$ cat src/rtl/pwm_fade_ctrl.sv
// Breathing-fade duty sequencer for a PWM stage: ramps duty 0 -> max_value -> 0
// in prescaled steps, with programmable holds at both ends and a one-shot mode.
module pwm_fade_ctrl #(
  parameter int unsigned bit_width  = 8,
  parameter int unsigned div_width  = 16,
  parameter int unsigned hold_width = 8
) (
  input  logic                  clk,
  input  logic                  rst_n,
  input  logic                  enable,
  input  logic                  one_shot,
  input  logic [div_width-1:0]  step_div,
  input  logic [bit_width-1:0]  step_size,
  input  logic [bit_width-1:0]  max_value,
  input  logic [hold_width-1:0] hold_steps,
  output logic [bit_width-1:0]  duty,
  output logic [2:0]            phase,
  output logic                  cycle_done
);

  typedef enum logic [2:0] {
    ST_IDLE     = 3'd0,
    ST_UP       = 3'd1,
    ST_HOLD_TOP = 3'd2,
    ST_DOWN     = 3'd3,
    ST_HOLD_BOT = 3'd4
  } state_t;

  state_t                state_q, state_d;
  logic [bit_width-1:0]  duty_q, duty_d;
  logic [div_width-1:0]  presc_q, presc_d;
  logic [hold_width-1:0] hold_cnt_q, hold_cnt_d;
  logic                  cycle_done_q, cycle_done_d;
  logic                  done_q, done_d;

  logic                  tick_s;
  logic [bit_width-1:0]  step_eff_s;
  logic [bit_width:0]    sum_s;

  // Step tick, effective step size and the widened ramp-up sum.
  always_comb begin
    step_eff_s = (step_size == {bit_width{1'b0}}) ? {{(bit_width-1){1'b0}}, 1'b1} : step_size;
    sum_s      = {1'b0, duty_q} + {1'b0, step_eff_s};
    // >= keeps the prescaler from running away if step_div shrinks below the count
    tick_s     = (state_q != ST_IDLE) && (presc_q >= step_div);
  end

  // Next-state and datapath update.
  always_comb begin
    state_d      = state_q;
    duty_d       = duty_q;
    presc_d      = presc_q;
    hold_cnt_d   = hold_cnt_q;
    cycle_done_d = 1'b0;
    done_d       = done_q;

    if (!enable) begin
      state_d    = ST_IDLE;
      duty_d     = {bit_width{1'b0}};
      presc_d    = {div_width{1'b0}};
      hold_cnt_d = {hold_width{1'b0}};
      done_d     = 1'b0;
    end else if (state_q == ST_IDLE) begin
      duty_d     = {bit_width{1'b0}};
      presc_d    = {div_width{1'b0}};
      hold_cnt_d = {hold_width{1'b0}};
      // A finished one-shot parks here until enable is dropped and raised again
      if (!done_q) begin
        state_d = ST_UP;
      end else begin
        state_d = ST_IDLE;
      end
    end else begin
      if (tick_s) begin
        presc_d = {div_width{1'b0}};
      end else begin
        presc_d = presc_q + {{(div_width-1){1'b0}}, 1'b1};
      end

      if (duty_q > max_value) begin
        duty_d = max_value;
        if (state_q == ST_UP) begin
          state_d    = ST_HOLD_TOP;
          hold_cnt_d = {hold_width{1'b0}};
        end else begin
          state_d = state_q;
        end
      end else if (tick_s) begin
        case (state_q)
          ST_UP: begin
            if (sum_s >= {1'b0, max_value}) begin
              duty_d     = max_value;
              state_d    = ST_HOLD_TOP;
              hold_cnt_d = {hold_width{1'b0}};
            end else begin
              duty_d = sum_s[bit_width-1:0];
            end
          end
          ST_HOLD_TOP: begin
            if (hold_cnt_q >= hold_steps) begin
              state_d    = ST_DOWN;
              hold_cnt_d = {hold_width{1'b0}};
            end else begin
              hold_cnt_d = hold_cnt_q + {{(hold_width-1){1'b0}}, 1'b1};
            end
          end
          ST_DOWN: begin
            if (duty_q <= step_eff_s) begin
              duty_d     = {bit_width{1'b0}};
              state_d    = ST_HOLD_BOT;
              hold_cnt_d = {hold_width{1'b0}};
            end else begin
              duty_d = duty_q - step_eff_s;
            end
          end
          ST_HOLD_BOT: begin
            if (hold_cnt_q >= hold_steps) begin
              cycle_done_d = 1'b1;
              hold_cnt_d   = {hold_width{1'b0}};
              if (one_shot) begin
                state_d = ST_IDLE;
                done_d  = 1'b1;
              end else begin
                state_d = ST_UP;
              end
            end else begin
              hold_cnt_d = hold_cnt_q + {{(hold_width-1){1'b0}}, 1'b1};
            end
          end
          default: begin
            state_d    = ST_IDLE;
            duty_d     = {bit_width{1'b0}};
            hold_cnt_d = {hold_width{1'b0}};
          end
        endcase
      end else begin
        state_d = state_q;
      end
    end
  end

  // State and datapath registers.
  always_ff @(posedge clk or negedge rst_n) begin
    if (!rst_n) begin
      state_q      <= ST_IDLE;
      duty_q       <= {bit_width{1'b0}};
      presc_q      <= {div_width{1'b0}};
      hold_cnt_q   <= {hold_width{1'b0}};
      cycle_done_q <= 1'b0;
      done_q       <= 1'b0;
    end else begin
      state_q      <= state_d;
      duty_q       <= duty_d;
      presc_q      <= presc_d;
      hold_cnt_q   <= hold_cnt_d;
      cycle_done_q <= cycle_done_d;
      done_q       <= done_d;
    end
  end

  assign duty       = duty_q;
  assign phase      = state_q;
  assign cycle_done = cycle_done_q;

endmodule

$ cat config.mk
export PLATFORM = sky130hd
export DESIGN_NAME = pwm_fade_ctrl
export DESIGN_NICKNAME = d
export VERILOG_FILES = /design/src/rtl/pwm_fade_ctrl.sv
export SDC_FILE = /design/constraint.sdc
export NUM_CORES = 1
export LEC_CHECK = 0
export CAP_MARGIN = 20
export CELL_PAD_IN_SITES_DETAIL_PLACEMENT = 1
export CELL_PAD_IN_SITES_GLOBAL_PLACEMENT = 1
export CORE_MARGIN = 5
export CORE_UTILIZATION = 30
export DETAILED_ROUTE_END_ITERATION = 10
export PLACE_DENSITY = 0.59
export SKIP_LAST_GASP = 1
export SLEW_MARGIN = 5
export SYNTH_ARGS = -nofsm -noshare
export SYNTH_HDL_FRONTEND = slang
export SYNTH_SLANG_ARGS = --single-unit
$ cat constraint.sdc
create_clock -name clk -period 7.8 [get_ports clk]
set_input_delay 1.95 -clock clk [delete_from_list [all_inputs] [get_ports clk]]
set_output_delay 1.95 -clock clk [all_outputs]
set_load 0.01 [all_outputs]
==> flow_summary.yaml, run 1 <==
run_status:
  status: "finished clean"
setup_path:
  crit_chain: "clkdlybuf4s50_1 > nor4_1 > a41o_1 > ha_1 > fa_1 > nand2b_4 > a221o_1 > a21oi_1 > nor2_1 > xnor2_1 > ha_1 > a21o_1 > a211o_1 > or4_4 > a31oi_4 > nand2b_1 > o22ai_1"
  slowest_delay_ns: 0.54
  critPathKind: "in2reg"
  cp-start-kind: "input pin"
  cp-end-kind: "flop"
  reg2reg_from: "duty[2]"
  crit_top_cell: "ha_1"
  cp.arrival_ns: 6.51
  path_max_fanout: 15
  r2r_cells: 12
  reg2reg_to: "hold_cnt_q[6]"
  required_ns: 7.95
  slowest_stage: "or4_4"
  rrSetupSlack_ns: 3.57
timing:
  timing.hold.ws_ns: 0.497
  min_period_ns: 6.36
  setup_viol: 0
  rsz0062_at_grt: "false"
  setup_slack_ns: 1.44
  finalSetupTns_ns: 0
  max_slew_margin_pct: 42.8
  min_period_over_period_pct: 81.5
  worst_pin_slew_ns: 0.858
  hold_viol_final: 0
  fin_worst_skew_ns: 0.00750
  slew_viol_final: 0
  fmax_mhz: 157
route:
  ant_nets: 0
  remaining_drc_errors: 0
  num_vias: 3261
  initialDrtViolationCount: 125
  viasPerCell: 5.20
  drt-pass1-iter-count: 4
  wire_per_inst_microns: 16.3
  drt_wl_total_mm: 10.2
logic_synthesis:
  synth-async-reset-ratio_pct: 100
  yosys_register_bits: 37
  syn_avg_cell_area_sq_um: 8.46
  syn_nets: 536
  syn_inst: 431
  synth_edf_count: 0
  ys_warn_count: 0
  synth_area_sq_um: 3650
  yosysSeqAreaShare_pct: 25.4
  ys_types: 65
  ys.flop_type: "dfrtp_1"
clocking:
  cts.repair.resized: 0
  postCtsHoldBufs: 0
  cts_max_path_buffers: 2
  cts_sinks: 37
  cts_setup_buffers: 0
  clk_latency_ns: 0.29
  root_buffer: "clkbuf_16"
  numCtsBuffers: 5
  ctsHtreeMaxLevel: 2
  clk_pin_slew_ns: 0.06
  cts_tree: "yes"
global_route:
  grt_pass1_vias: 3448
  grt_overflow: 0
  antenna_found_initial: 0
  grt_max_degree: 38
  grt_pass1_wl_mm: 17.3
  grtUsageTotal_pct: 14.5
min_path:
  hold_class: "reg2reg"
  hold_depth: 1
  min_to: "done_q"
  hold_path.startpoint: "done_q"
die:
  core_sq_um: 12000
  die_x_microns: 120
  rows: 40
  start_util_pct: 30.5
  die_area_sq_um: 14500
  io_pins: 56
  die_y_microns: 120
placement:
  io_buffers: 55
  place_congestion: 0.822
  dp_hpwl_mm: 8.42
  pre_cts_ws_ns: 1.14
pwr:
  swShare_pct: 43.9
  totalPowerFinal_mw: 1.04
  combPwrFrac_pct: 54.7
  clkPwrFrac_pct: 19.5
  power_density_nw_per_um2: 233
  peakVddDrop_mv: 0.0840
  leakagePower_nw: 2.02
  seq_power_share_pct: 25.8
  internal-power_mw: 0.580
  p_sw_mw: 0.455
final_layout:
  multi_input_area_sq_um: 2400
  area_growth_pct: 21.7
  seq_area_sq_um: 926
  drive_above_1_share_pct: 4.38
  diodes: 0
  layout_common_cells: "inv_1, ha_1, clkdlybuf4s50_1"
  fin_nets: 584
  final_common_cell: "inv_1"
  nFillCells: 1415
job:
  maxCapViolations: 0
sequential cells by signal, indices dropped and copies added (netlist names):
name        cells
presc_q        16
duty            8
hold_cnt_q      8
phase           3
cycle_done      1
done_q          1
worst max-delay path, delay by kind of cell:
| kind | cells | cell delay, ns |
|---|---|---|
| AND/OR/NAND/NOR | 5 | 1.39 |
| XOR/XNOR | 1 | 0.20 |
| buffers and inverters | 1 | 0.46 |
| adder cells (fa/ha/maj) | 3 | 0.75 |
| AO/OA/AOI/OAI | 7 | 1.76 |
worst max path at each step:
stage / start / to / slack (ns) / cells after the start
6_report: step_size[6] / hold_cnt_q[6] / 1.44 / 17
4_1_cts: step_size[6] / hold_cnt_q[6] / 1.42 / 17
2_1_floorplan: step_size[6] / hold_cnt_q[6] / 2.31 / 16
5_1_grt: step_size[6] / hold_cnt_q[2] / 1.04 / 17
3_3_place_gp: step_size[6] / hold_cnt_q[6] / 1.23 / 17
3_5_place_dp: step_size[6] / hold_cnt_q[6] / 1.14 / 17
final cells by class:
class | instances | share of cell area [%]
Multi-Input combinational cell | 318 | 54.2
Sequential cell | 37 | 20.9
Timing Repair Buffer | 56 | 12.5
Inverter | 61 | 5.16
Tap cell | 147 | 4.14
Clock buffer | 6 | 2.90
Clock inverter | 2 | 0.338
synthesized netlist by cell type (3+ instances only):
cell type / count / area (sq um)
o21ai_0: 22 / 110
a211oi_1: 10 / 75.1
o31ai_1: 5 / 37.5
a22oi_1: 3 / 22.5
inv_1: 61 / 229
nand2b_1: 6 / 37.5
nor2b_1: 5 / 31.3
and2_1: 3 / 18.8
buf_6: 3 / 33.8
nand2_1: 22 / 82.6
o21a_1: 4 / 30.0
nand4_1: 9 / 56.3
nor3_1: 6 / 30.0
dfrtp_1: 37 / 926
nor2_1: 26 / 97.6
xnor2_1: 13 / 114
buf_2: 4 / 20.0
o211ai_1: 3 / 22.5
a21o_1: 3 / 22.5
a31oi_1: 4 / 25.0
o22ai_1: 7 / 43.8
and3_1: 4 / 25.0
xor2_1: 10 / 87.6
clkbuf_1: 7 / 26.3
a21oi_1: 25 / 125
a222oi_1: 5 / 50.1
nand3_1: 17 / 85.1
ha_1: 59 / 738
or3_1: 5 / 31.3
power by group through the flow:
| stage | Combinational, mW | Sequential [mW] | Clock (mW) |
|---|---|---|---|
| after floorplan | 0.405 | 0.256 | 0 |
| after global placement | 0.559 | 0.271 | 0 |
| after detailed placement | 0.571 | 0.271 | 0 |
| after CTS | 0.573 | 0.268 | 0.208 |
| after global routing | 0.639 | 0.275 | 0.217 |
| final | 0.566 | 0.267 | 0.201 |
per-stage QoR:
step,util [%],area (sq um),cells
after floorplan,-,3650,431
after global placement,35.9,4300,619
after detailed placement,35.9,4300,619
after CTS,37.1,4440,627
after global routing,37.1,4440,627
final,37.1,4440,627
routing by layer:
layer | GRT usage [%] | routed length (microns) | vias up
met1 | 19.9 | 4960 | 1556
li1 | - | - | 1646
met5 | 0 | 0 | -
met2 | 24.0 | 4800 | 48
met4 | 3.19 | 129 | 0
met3 | 2.71 | 314 | 11
logic make-up (layout without fill, tap and decap cells):
kind of cell / after synthesis / count (layout) / share of synthesized area (%)
AO/OA/AOI/OAI: 115 / 115 / 21.8
XOR/XNOR: 23 / 23 / 5.52
adder cells (fa/ha/maj): 61 / 61 / 21.3
buffers and inverters: 76 / 125 / 8.68
flip-flops: 37 / 37 / 25.4
AND/OR/NAND/NOR: 119 / 119 / 17.3
Power figures use the tool's default switching activity.
==> run 2, diff against run 1 <==
==> constraint.sdc (replaced) <==
create_clock -name clk -period 6.2 [get_ports clk]
set_input_delay 1.55 -clock clk [delete_from_list [all_inputs] [get_ports clk]]
set_output_delay 1.55 -clock clk [all_outputs]
set_load 0.01 [all_outputs]
==> run 2 against run 1 <==
Compared with the run above: global-route usage about the same; largest power group unchanged; sequential share of layout area decreased by 0.088 points; combinational power increased by 28%; count of clock-buffer cells in the layout decreased by 1; routed wire length increased by 0.87%; die area unchanged; sequential power increased by 27%; final area increased by 0.42%; clock skew about the same; worst setup slack got worse by 1.0 ns; via count increased by 0.98%.
==> flow_summary.yaml, run 2 (synthesized netlist as in run 1, its figures left out) <==
run_status:
  status: "finished clean"
clocking:
  numCtsBuffers: 5
  ctsHtreeMaxLevel: 2
  root_buffer: "clkbuf_16"
  clk_pin_slew_ns: 0.06
  cts_setup_buffers: 0
  cts.repair.resized: 0
  clk_latency_ns: 0.28
  cts_tree: "yes"
  cts_sinks: 37
  postCtsHoldBufs: 0
  cts_max_path_buffers: 2
setup_path:
  critPathKind: "in2reg"
  cp.arrival_ns: 5.92
  path_max_fanout: 6
  reg2reg_from: "duty[2]"
  slowest_stage: "or4_4"
  required_ns: 6.35
  reg2reg_to: "hold_cnt_q[6]"
  crit_chain: "clkdlybuf4s50_1 > nor4_1 > a41o_1 > ha_1 > fa_1 > nand2b_4 > a221o_1 > a21oi_1 > nor2_1 > xnor2_1 > ha_1 > a21o_1 > a211o_1 > or4_4 > a31oi_4 > nand2b_1 > o22ai_1"
  slowest_delay_ns: 0.54
  cp-startpoint: "step_size[6]"
  crit_top_cell: "ha_1"
  cp-start-kind: "input pin"
  rrSetupSlack_ns: 2.14
  cp-end-kind: "flop"
  r2r_cells: 12
min_path:
  hold_path.startpoint: "done_q"
  hold_depth: 1
  min_to: "done_q"
  hold_class: "reg2reg"
final_layout:
  largest_reg_flops: 16
  diodes: 0
  largest_register: "presc_q"
  fin_nets: 586
  layout_common_cells: "inv_1, ha_1, clkdlybuf4s50_1"
  drive_above_1_share_pct: 4.98
  final_common_cell: "inv_1"
  area_growth_pct: 22.3
timing:
  min_period_over_period_pct: 93.2
  finalSetupTns_ns: 0
  setup_viol: 0
  fin_worst_skew_ns: 0.00765
  fmax_mhz: 173
  rsz0062_at_grt: "false"
  min_period_ns: 5.78
  hold_viol_final: 0
  slew_viol_final: 0
  setup_slack_ns: 0.421
  worst_pin_slew_ns: 0.895
  max_slew_margin_pct: 40.3
route:
  num_vias: 3293
  remaining_drc_errors: 0
  viasPerCell: 5.24
  initialDrtViolationCount: 114
  wire_per_inst_microns: 16.4
  drt_wl_total_mm: 10.3
  ant_nets: 0
  drt-pass1-iter-count: 5
die:
  die_y_microns: 120
  core_sq_um: 12000
  rows: 40
  die_area_sq_um: 14500
  die_x_microns: 120
  io_pins: 56
  start_util_pct: 30.5
global_route:
  grt_pass1_vias: 3496
  grtUsageTotal_pct: 14.6
  grt_max_degree: 38
  antenna_found_initial: 0
  grt_pass1_wl_mm: 17.5
  grt_overflow: 0
pwr:
  peakVddDrop_mv: 0.141
  leakagePower_nw: 2.04
  power_density_nw_per_um2: 296
job:
  maxCapViolations: 0
placement:
  place_congestion: 0.822
  dp_hpwl_mm: 8.42
  io_buffers: 55
  pre_cts_ws_ns: 0.136
-- run 2: worst max path at each step --
stage,to,slack [ns]
2_1_floorplan,hold_cnt_q[6],1.11
3_3_place_gp,hold_cnt_q[6],0.25
3_5_place_dp,hold_cnt_q[6],0.14
4_1_cts,hold_cnt_q[6],0.39
5_1_grt,hold_cnt_q[0],0.11
6_report,hold_cnt_q[6],0.42
-- run 2: layout make-up --
type,instances,area [sq um]
clock buffers,5,125
fillers,1421,7500
inverters,61,229
clock inverters,3,22.5
repair buffers,58,568
well taps,147,184
multi-input cells,318,2400
flip-flops and latches,37,926
-- run 2: per-stage QoR --
stage / cells / hold slack, ns / power [mW] / utilization, % / instance area [sq um]
2_1_floorplan: 431 / 0.464 / 0.831 / - / 3650
3_3_place_gp: 621 / 0.481 / 1.05 / 36.0 / 4310
3_5_place_dp: 621 / 0.497 / 1.07 / 36.0 / 4310
4_1_cts: 629 / 0.501 / 1.33 / 37.3 / 4460
5_1_grt: 629 / 0.547 / 1.44 / 37.3 / 4460
6_report: 629 / 0.496 / 1.32 / 37.3 / 4460
-- run 2: layer usage --
| metal | wire length [microns] | GRT usage [%] | part of all wire (%) |
|---|---|---|---|
| met1 | 5070 | 20.2 | 49 |
| met4 | 91 | 2.97 | 0.88 |
| met2 | 4810 | 24.3 | 47 |
| met5 | 0 | 0 | 0 |
| met3 | 315 | 2.06 | 3.1 |
-- run 2: report_power, final --
group	leakage [nW]	internal (mW)	switching, mW	total (mW)
sequential	0.511	0.271	0.0670	0.338
combinational	1.46	0.316	0.409	0.726
clock	0.0738	0.150	0.104	0.254
-- run 2: worst max-delay path, delay by kind of cell --
family,cells,cell delay [ns]
simple gates,5,1.34
buf+inv,1,0.45
compound gates,7,1.60
xor+xnor,1,0.23
fa+ha+maj,3,0.76
